## config.mk

```make
export PLATFORM = sky130hd
export DESIGN_NAME = ddr_cmd_sched
export DESIGN_NICKNAME = d
export VERILOG_FILES = /design/src/rtl/ddr_pkg.sv /design/src/rtl/ddr_refresh_timer.sv /design/src/rtl/ddr_cmd_sched.sv
export SDC_FILE = /design/constraint.sdc
export NUM_CORES = 1
export LEC_CHECK = 0
export CORE_ASPECT_RATIO = 0.5
export CORE_MARGIN = 8
export CORE_UTILIZATION = 50
export DETAILED_ROUTE_END_ITERATION = 6
export GPL_ROUTABILITY_DRIVEN = 0
export PLACE_DENSITY = 0.95
export SLEW_MARGIN = 20
export SYNTH_ARGS = -nofsm -noshare
export SYNTH_HDL_FRONTEND = slang
export SYNTH_SLANG_ARGS = --single-unit
```

## constraint.sdc

```tcl
create_clock -name ACLK -period 5.5 [get_ports ACLK]
set_clock_uncertainty 0.2 [all_clocks]
set_input_delay 1.1 -clock ACLK [delete_from_list [all_inputs] [get_ports ACLK]]
set_output_delay 1.1 -clock ACLK [all_outputs]
set_load 0.01 [all_outputs]
```

## src/rtl/ddr_pkg.sv

```systemverilog
// Shared definitions for the DDR2 command scheduler: pin encodings, FSM states,
// address field positions and default timing.
package ddr_pkg;

    // {CS_, RAS_, CAS_, WE_}
    localparam logic [3:0] CmdDesel = 4'b1111;
    localparam logic [3:0] CmdNop   = 4'b0111;
    localparam logic [3:0] CmdAct   = 4'b0011;
    localparam logic [3:0] CmdRd    = 4'b0101;
    localparam logic [3:0] CmdWr    = 4'b0100;
    localparam logic [3:0] CmdRef   = 4'b0001;

    typedef enum logic [2:0] {
        StIdle,
        StAct,
        StTrcd,
        StRw,
        StTpre,
        StRef,
        StTrfc
    } ddr_state_e;

    localparam int unsigned ColLsb  = 0;
    localparam int unsigned ColMsb  = 9;
    localparam int unsigned BankLsb = 10;
    localparam int unsigned BankMsb = 12;
    localparam int unsigned RowLsb  = 13;
    localparam int unsigned RowMsb  = 26;

    localparam int unsigned DefTRcd  = 3;
    localparam int unsigned DefTRp   = 4;
    localparam int unsigned DefTRfc  = 26;
    localparam int unsigned DefTRefi = 1560;

endpackage

```

## src/rtl/ddr_refresh_timer.sv

```systemverilog
// Free-running refresh interval counter; raises ref_pend at each wrap and holds it
// until the scheduler acknowledges with ref_ack. At most one refresh is ever owed.
module ddr_refresh_timer #(
    parameter int unsigned T_REFI = 1560
) (
    input  logic clk_i,
    input  logic rst_ni,
    input  logic ref_ack,
    output logic ref_pend
);

    localparam int unsigned   CntW    = $clog2(T_REFI);
    localparam logic [CntW-1:0] CntLast = CntW'(T_REFI - 1);

    logic [CntW-1:0] cnt_q, cnt_d;
    logic            pend_q, pend_d;
    logic            wrap;

    always_comb begin
        wrap   = (cnt_q == CntLast);
        cnt_d  = wrap ? '0 : cnt_q + CntW'(1);
        pend_d = pend_q;
        if (ref_ack) begin
            pend_d = 1'b0;
        end
        if (wrap) begin
            pend_d = 1'b1;
        end
    end

    always_ff @(posedge clk_i or negedge rst_ni) begin
        if (!rst_ni) begin
            cnt_q  <= '0;
            pend_q <= 1'b0;
        end else begin
            cnt_q  <= cnt_d;
            pend_q <= pend_d;
        end
    end

    assign ref_pend = pend_q;

endmodule

```

## src/rtl/ddr_cmd_sched.sv

```systemverilog
// Closed-page DDR2 command scheduler: round-robin read/write arbitration, ACT then
// RD/WR with auto-precharge, periodic refresh. DDR_SCHED_WR_PRIO_EN makes write win ties.
module ddr_cmd_sched
    import ddr_pkg::*;
#(
    parameter int unsigned T_RCD  = DefTRcd,
    parameter int unsigned T_RP   = DefTRp,
    parameter int unsigned T_RFC  = DefTRfc,
    parameter int unsigned T_REFI = DefTRefi
) (
    input  logic        ACLK,
    input  logic        ARESETN,
    input  logic        rd_req,
    input  logic [31:0] rd_addr,
    output logic        rd_gnt,
    input  logic        wr_req,
    input  logic [31:0] wr_addr,
    output logic        wr_gnt,
    output logic        CKE,
    output logic        CS_,
    output logic        RAS_,
    output logic        CAS_,
    output logic        WE_,
    output logic [2:0]  AB,
    output logic [13:0] A,
    output logic        busy
);

    // Each wait state exits when its counter reaches the value below.
    localparam logic [7:0] TrcdLast = 8'(T_RCD - 2);
    localparam logic [7:0] TpreLast = 8'(T_RP - 1);
    localparam logic [7:0] TrfcLast = 8'(T_RFC - 2);

    ddr_state_e  st_q, st_d;
    logic [7:0]  cnt_q, cnt_d;
    logic [26:0] addr_q, addr_d;
    logic        dir_wr_q, dir_wr_d;
    logic        last_wr_q, last_wr_d;

    logic        cke_q;
    logic [3:0]  cmd_q, cmd_d;
    logic [2:0]  ab_q, ab_d;
    logic [13:0] a_q, a_d;
    logic        rd_gnt_q, rd_gnt_d;
    logic        wr_gnt_q, wr_gnt_d;
    logic        busy_q;

    logic        ref_pend;
    logic        ref_ack;
    logic        pick_wr;
    logic        unused_addr;

    assign unused_addr = ^{rd_addr[31:27], wr_addr[31:27]};

`ifdef DDR_SCHED_WR_PRIO_EN
    assign pick_wr = wr_req;
`else
    assign pick_wr = wr_req && (!rd_req || !last_wr_q);
`endif

    ddr_refresh_timer #(
        .T_REFI (T_REFI)
    ) u_refresh_timer (
        .clk_i    (ACLK),
        .rst_ni   (ARESETN),
        .ref_ack  (ref_ack),
        .ref_pend (ref_pend)
    );

    always_comb begin
        st_d      = st_q;
        cnt_d     = cnt_q;
        addr_d    = addr_q;
        dir_wr_d  = dir_wr_q;
        last_wr_d = last_wr_q;
        ref_ack   = 1'b0;
        case (st_q)
            StIdle: begin
                // Nothing issues until CKE has been high for a cycle.
                if (cke_q) begin
                    if (ref_pend) begin
                        ref_ack = 1'b1;
                        st_d    = StRef;
                    end else if (rd_req || wr_req) begin
                        addr_d    = pick_wr ? wr_addr[26:0] : rd_addr[26:0];
                        dir_wr_d  = pick_wr;
                        last_wr_d = pick_wr;
                        st_d      = StAct;
                    end
                end
            end
            StAct: begin
                cnt_d = '0;
                st_d  = (T_RCD > 1) ? StTrcd : StRw;
            end
            StTrcd: begin
                if (cnt_q == TrcdLast) begin
                    st_d = StRw;
                end else begin
                    cnt_d = cnt_q + 8'd1;
                end
            end
            StRw: begin
                cnt_d = '0;
                st_d  = StTpre;
            end
            StTpre: begin
                if (cnt_q == TpreLast) begin
                    st_d = StIdle;
                end else begin
                    cnt_d = cnt_q + 8'd1;
                end
            end
            StRef: begin
                cnt_d = '0;
                st_d  = (T_RFC > 1) ? StTrfc : StIdle;
            end
            StTrfc: begin
                if (cnt_q == TrfcLast) begin
                    st_d = StIdle;
                end else begin
                    cnt_d = cnt_q + 8'd1;
                end
            end
            default: st_d = StIdle;
        endcase
    end

    // Pins are decoded from the next state so they line up with the state register.
    always_comb begin
        cmd_d    = CmdDesel;
        ab_d     = '0;
        a_d      = '0;
        rd_gnt_d = 1'b0;
        wr_gnt_d = 1'b0;
        case (st_d)
            StAct: begin
                cmd_d = CmdAct;
                ab_d  = addr_d[BankMsb:BankLsb];
                a_d   = addr_d[RowMsb:RowLsb];
            end
            StRw: begin
                cmd_d    = dir_wr_d ? CmdWr : CmdRd;
                ab_d     = addr_d[BankMsb:BankLsb];
                a_d      = {3'b000, 1'b1, addr_d[ColMsb:ColLsb]};
                rd_gnt_d = !dir_wr_d;
                wr_gnt_d = dir_wr_d;
            end
            StRef:                  cmd_d = CmdRef;
            StTrcd, StTpre, StTrfc: cmd_d = CmdNop;
            default:                cmd_d = CmdDesel;
        endcase
    end

    always_ff @(posedge ACLK or negedge ARESETN) begin
        if (!ARESETN) begin
            st_q      <= StIdle;
            cnt_q     <= '0;
            addr_q    <= '0;
            dir_wr_q  <= 1'b0;
            last_wr_q <= 1'b1;
            cke_q     <= 1'b0;
            cmd_q     <= CmdDesel;
            ab_q      <= '0;
            a_q       <= '0;
            rd_gnt_q  <= 1'b0;
            wr_gnt_q  <= 1'b0;
            busy_q    <= 1'b0;
        end else begin
            st_q      <= st_d;
            cnt_q     <= cnt_d;
            addr_q    <= addr_d;
            dir_wr_q  <= dir_wr_d;
            last_wr_q <= last_wr_d;
            cke_q     <= 1'b1;
            cmd_q     <= cmd_d;
            ab_q      <= ab_d;
            a_q       <= a_d;
            rd_gnt_q  <= rd_gnt_d;
            wr_gnt_q  <= wr_gnt_d;
            busy_q    <= (st_d != StIdle);
        end
    end

    assign CKE                 = cke_q;
    assign {CS_, RAS_, CAS_, WE_} = cmd_q;
    assign AB                  = ab_q;
    assign A                   = a_q;
    assign rd_gnt              = rd_gnt_q;
    assign wr_gnt              = wr_gnt_q;
    assign busy                = busy_q;

endmodule

```

==> metrics.md <==
| Metric | Value |
|---|---|
| Root buf cell | `clkbuf_16` |
| DRT antenna net count | `0` |
| Die Area | `0.00888 sq mm` |
| Synth Cell Area | `0.00300 sq mm` |
| Violation count after the first detailed-route iteration | `177` |
| Status | `complete, no violations` |
| DIE HEIGHT | `70.7 um` |
| Min Tclk post-route | `3.32 ns` |
| Reg2reg end | `cnt_q[1]` |
| Cell mode on critical path | `nor2_1` |
| Fmax | `301 MHz` |
| Register area share after synthesis | `53.7%` |
| Overall Global Routing Usage | `19.6%` |
| Via count | `2493` |
| Postcts setup bufs | `0` |
| Post-layout net count | `428` |
| Routed wire length | `8760 um` |
| EDFF count, synth | `0` |
| Largest buffer count on any clock path | `2` |
| Crit path launch | `rd_req` |
| H-tree depth | `3` |
| Leading register cell type out of synthesis | `dfrtp_1` |
| Starting Density | `50.5%` |
| Worst Hold Launch | `addr_q[11]` |
| Setup TNS | `0 ns` |
| Yosys Warn Count | `0` |
| Power Density | `464 mW/mm^2` |
| Worst slack, placed | `1.73 ns` |
| RSZ-0062 raised after global routing | `no` |
| Final critical-path share of the clock period | `60.3%` |
| Ys async rst share | `100%` |
| Clock-pin slew of the registers on the worst-case setup and hold paths | `0.05 ns` |
| VDD IR-drop max | `0.000209 V` |
| IO Count | `93` |
| Hold buffers post-CTS | `0` |
| Antenna diode count | `0` |
| CP Capture Type | `flop` |
| Pre-antenna DRT Iters | `5` |
| Cell Area, Placed | `0.00386 sq mm` |
| Mapped Cells | `274` |
| Synth Area per Inst | `10.9 sq um` |
| Area grow syn2layout | `39.7%` |
| Max-cap violations | `0` |
| Global-route wire length before repair | `13700 um` |
| Final Hold Vio Count | `0` |
| Slew of the pin with the lowest slew margin | `1.06 ns` |
| CTS tree | `done` |
| Startpoint types | `primary input` |
| Layout cells sized above 1 | `10.2%` |
| Hold Crit Class | `flop to flop` |
| CP max FO | `29` |
| R2R cell count | `7` |
| Initial antenna violation count | `0` |
| Leak pwr | `1.78 nW` |
| Vias in the first global route | `2651` |
| Fin area | `0.00419 sq mm` |
| WS Path Type | `primary input to flop` |
| CTS Buf Count | `9` |
| WL per Instance | `20.0 um` |
| Post-synthesis cell type count | `51` |
| Slowest stage delay, CP | `0.86 ns` |
| HPWL Detailed | `5710 um` |
| Slowest-stage cell, CP | `nor3_4` |
| Final worst slack | `2.18 ns` |
| Die width | `125 um` |
| Post-DR vias/cell | `5.69` |
| Area contributors post-synth | `dfrtp_1 49%, mux2i_1 9.4%, dfstp_2 4.4%` |
| Worst-Skew Late Latency | `0.33 ns` |
| Power Total | `1.94 mW` |
| Final setup viols | `0` |
| Synth top area share | `49.3%` |
| Slew Limit Fails | `0` |
| Relative slew margins | `29.0%` |
| Clk sinks | `64` |
| Worst r2r src | `cnt_q[1]` |
| Largest net degree at the start of global routing | `65` |
| Grt total ovfl | `0` |
| Syn_nets | `346` |
| Register bit total from synthesis | `64` |
| Post_cts resized | `0` |
| Worst path cell trace | `clkdlybuf4s50_1 > nor2_1 > nor3_4 > nor2_1 > a21oi_1 > a21boi_0` |
| Worst path required time | `5.51 ns` |
| CORE AREA | `0.00593 sq mm` |
| # DRC | `0` |
| WP data arrival | `3.33 ns` |
| Commonest non-fill, non-tap cell in the layout | `clkdlybuf4s50_1` |
| Most frequent cells in the layout | `81 x clkdlybuf4s50_1, 59 x dfrtp_1, 28 x mux2i_1` |
| Hold EP | `addr_q[11]` |
| Register area | `0.00161 sq mm` |
| Multi-input gate area | `0.00127 sq mm` |
| Cell row count | `20` |
| R2R Setup Slk | `2.38 ns` |
| Cell taking the most area after synthesis | `dfrtp_1` |
| Hold path depth | `2` |
| Fillers | `396` |
| IO Port Bufs | `82` |
[area by class of cell]
cell class | instances | area share (%)
sequential | 64 | 38.4
multi-input combinational | 180 | 30.2
timing repair buffer | 85 | 20.5
clock buffer | 11 | 5.80
tap | 77 | 2.30
inverter | 16 | 1.43
clock inverter | 5 | 1.34
[stage by stage]
| stage | util (%) | instances | hold slack [ns] |
|---|---|---|---|
| after CTS | 70.1 | 437 | 0.302 |
| after floorplan | - | 274 | 0.247 |
| after detailed placement | 65.1 | 421 | 0.279 |
| after global placement | 65.1 | 421 | 0.269 |
| final | 70.6 | 438 | 0.322 |
| after global routing | 70.6 | 438 | 0.328 |
[synthesized netlist by cell type (2+ instances only)]
cell      instances
a21oi_2           3
a31oi_1           3
inv_1            16
mux2i_1          28
xor2_1            5
and3_1            2
nand2_1          17
or4_1             5
buf_2             8
nand3_1          12
o22ai_1          10
and2_1            2
nor4b_1           2
or3_1             4
dfrtp_1          59
nor2b_1           4
and4_1            2
o21ai_0          17
xnor2_1           3
nor2_1           17
clkbuf_1          4
a21boi_1          2
a21boi_0          2
nand2b_1          2
ha_1              4
a21oi_1           9
o31ai_1           3
dfstp_2           5
nand4_1           2
[how the worst max path moves through the flow]
stage,end,slack (ns),depth (start not counted)
final,AB[0],2.18,6
after global routing,AB[0],2.03,6
after CTS,A[7],1.99,6
after detailed placement,A[6],1.73,6
after global placement,A[6],1.89,6
after floorplan,A[1],3.02,7
[power by group]
| part | switching (mW) | total (mW) | internal [mW] |
|---|---|---|---|
| Clock | 0.204 | 0.566 | 0.362 |
| Combinational | 0.352 | 0.662 | 0.310 |
| Sequential | 0.0951 | 0.715 | 0.620 |
| Total | 0.651 | 1.94 | 1.29 |
[layer usage]
metal,track usage (%),share of wire [%],vias up
met2,35.6,53,106
met5,0,0,-
met3,7.50,6.1,30
met4,11.2,4.5,0
li1,-,-,1136
met1,19.2,36,1221
[cell families (layout without fill, tap and decap cells)]
group | Yosys count | after routing | share of synthesized area [%]
flops | 64 | 64 | 53.7
simple gates | 79 | 79 | 15.0
other cells | 1 | 1 | 0.125
mux | 29 | 29 | 9.73
buf+inv | 30 | 117 | 4.47
fa+ha+maj | 4 | 4 | 1.67
compound gates | 59 | 59 | 13.0
xor+xnor | 8 | 8 | 2.34
[registers in the layout (all words and copies together), names as in the netlist]
signal	flops
dir_wr_q	1
cnt_q	8
addr_q	14
AB	3
cmd_q	4
u_refresh_timer.cnt_q	11
last_wr_q	1
u_refresh_timer.ref_pend	1
CKE	1
rd_gnt	1
st_q	3
busy	1
A	14
wr_gnt	1
[critical path, delay by kind of cell]
kind / cells / cell delay, ns
compound gates: 2 / 0.49
buf+inv: 1 / 0.65
simple gates: 3 / 1.07
Power figures use the tool's default switching activity.
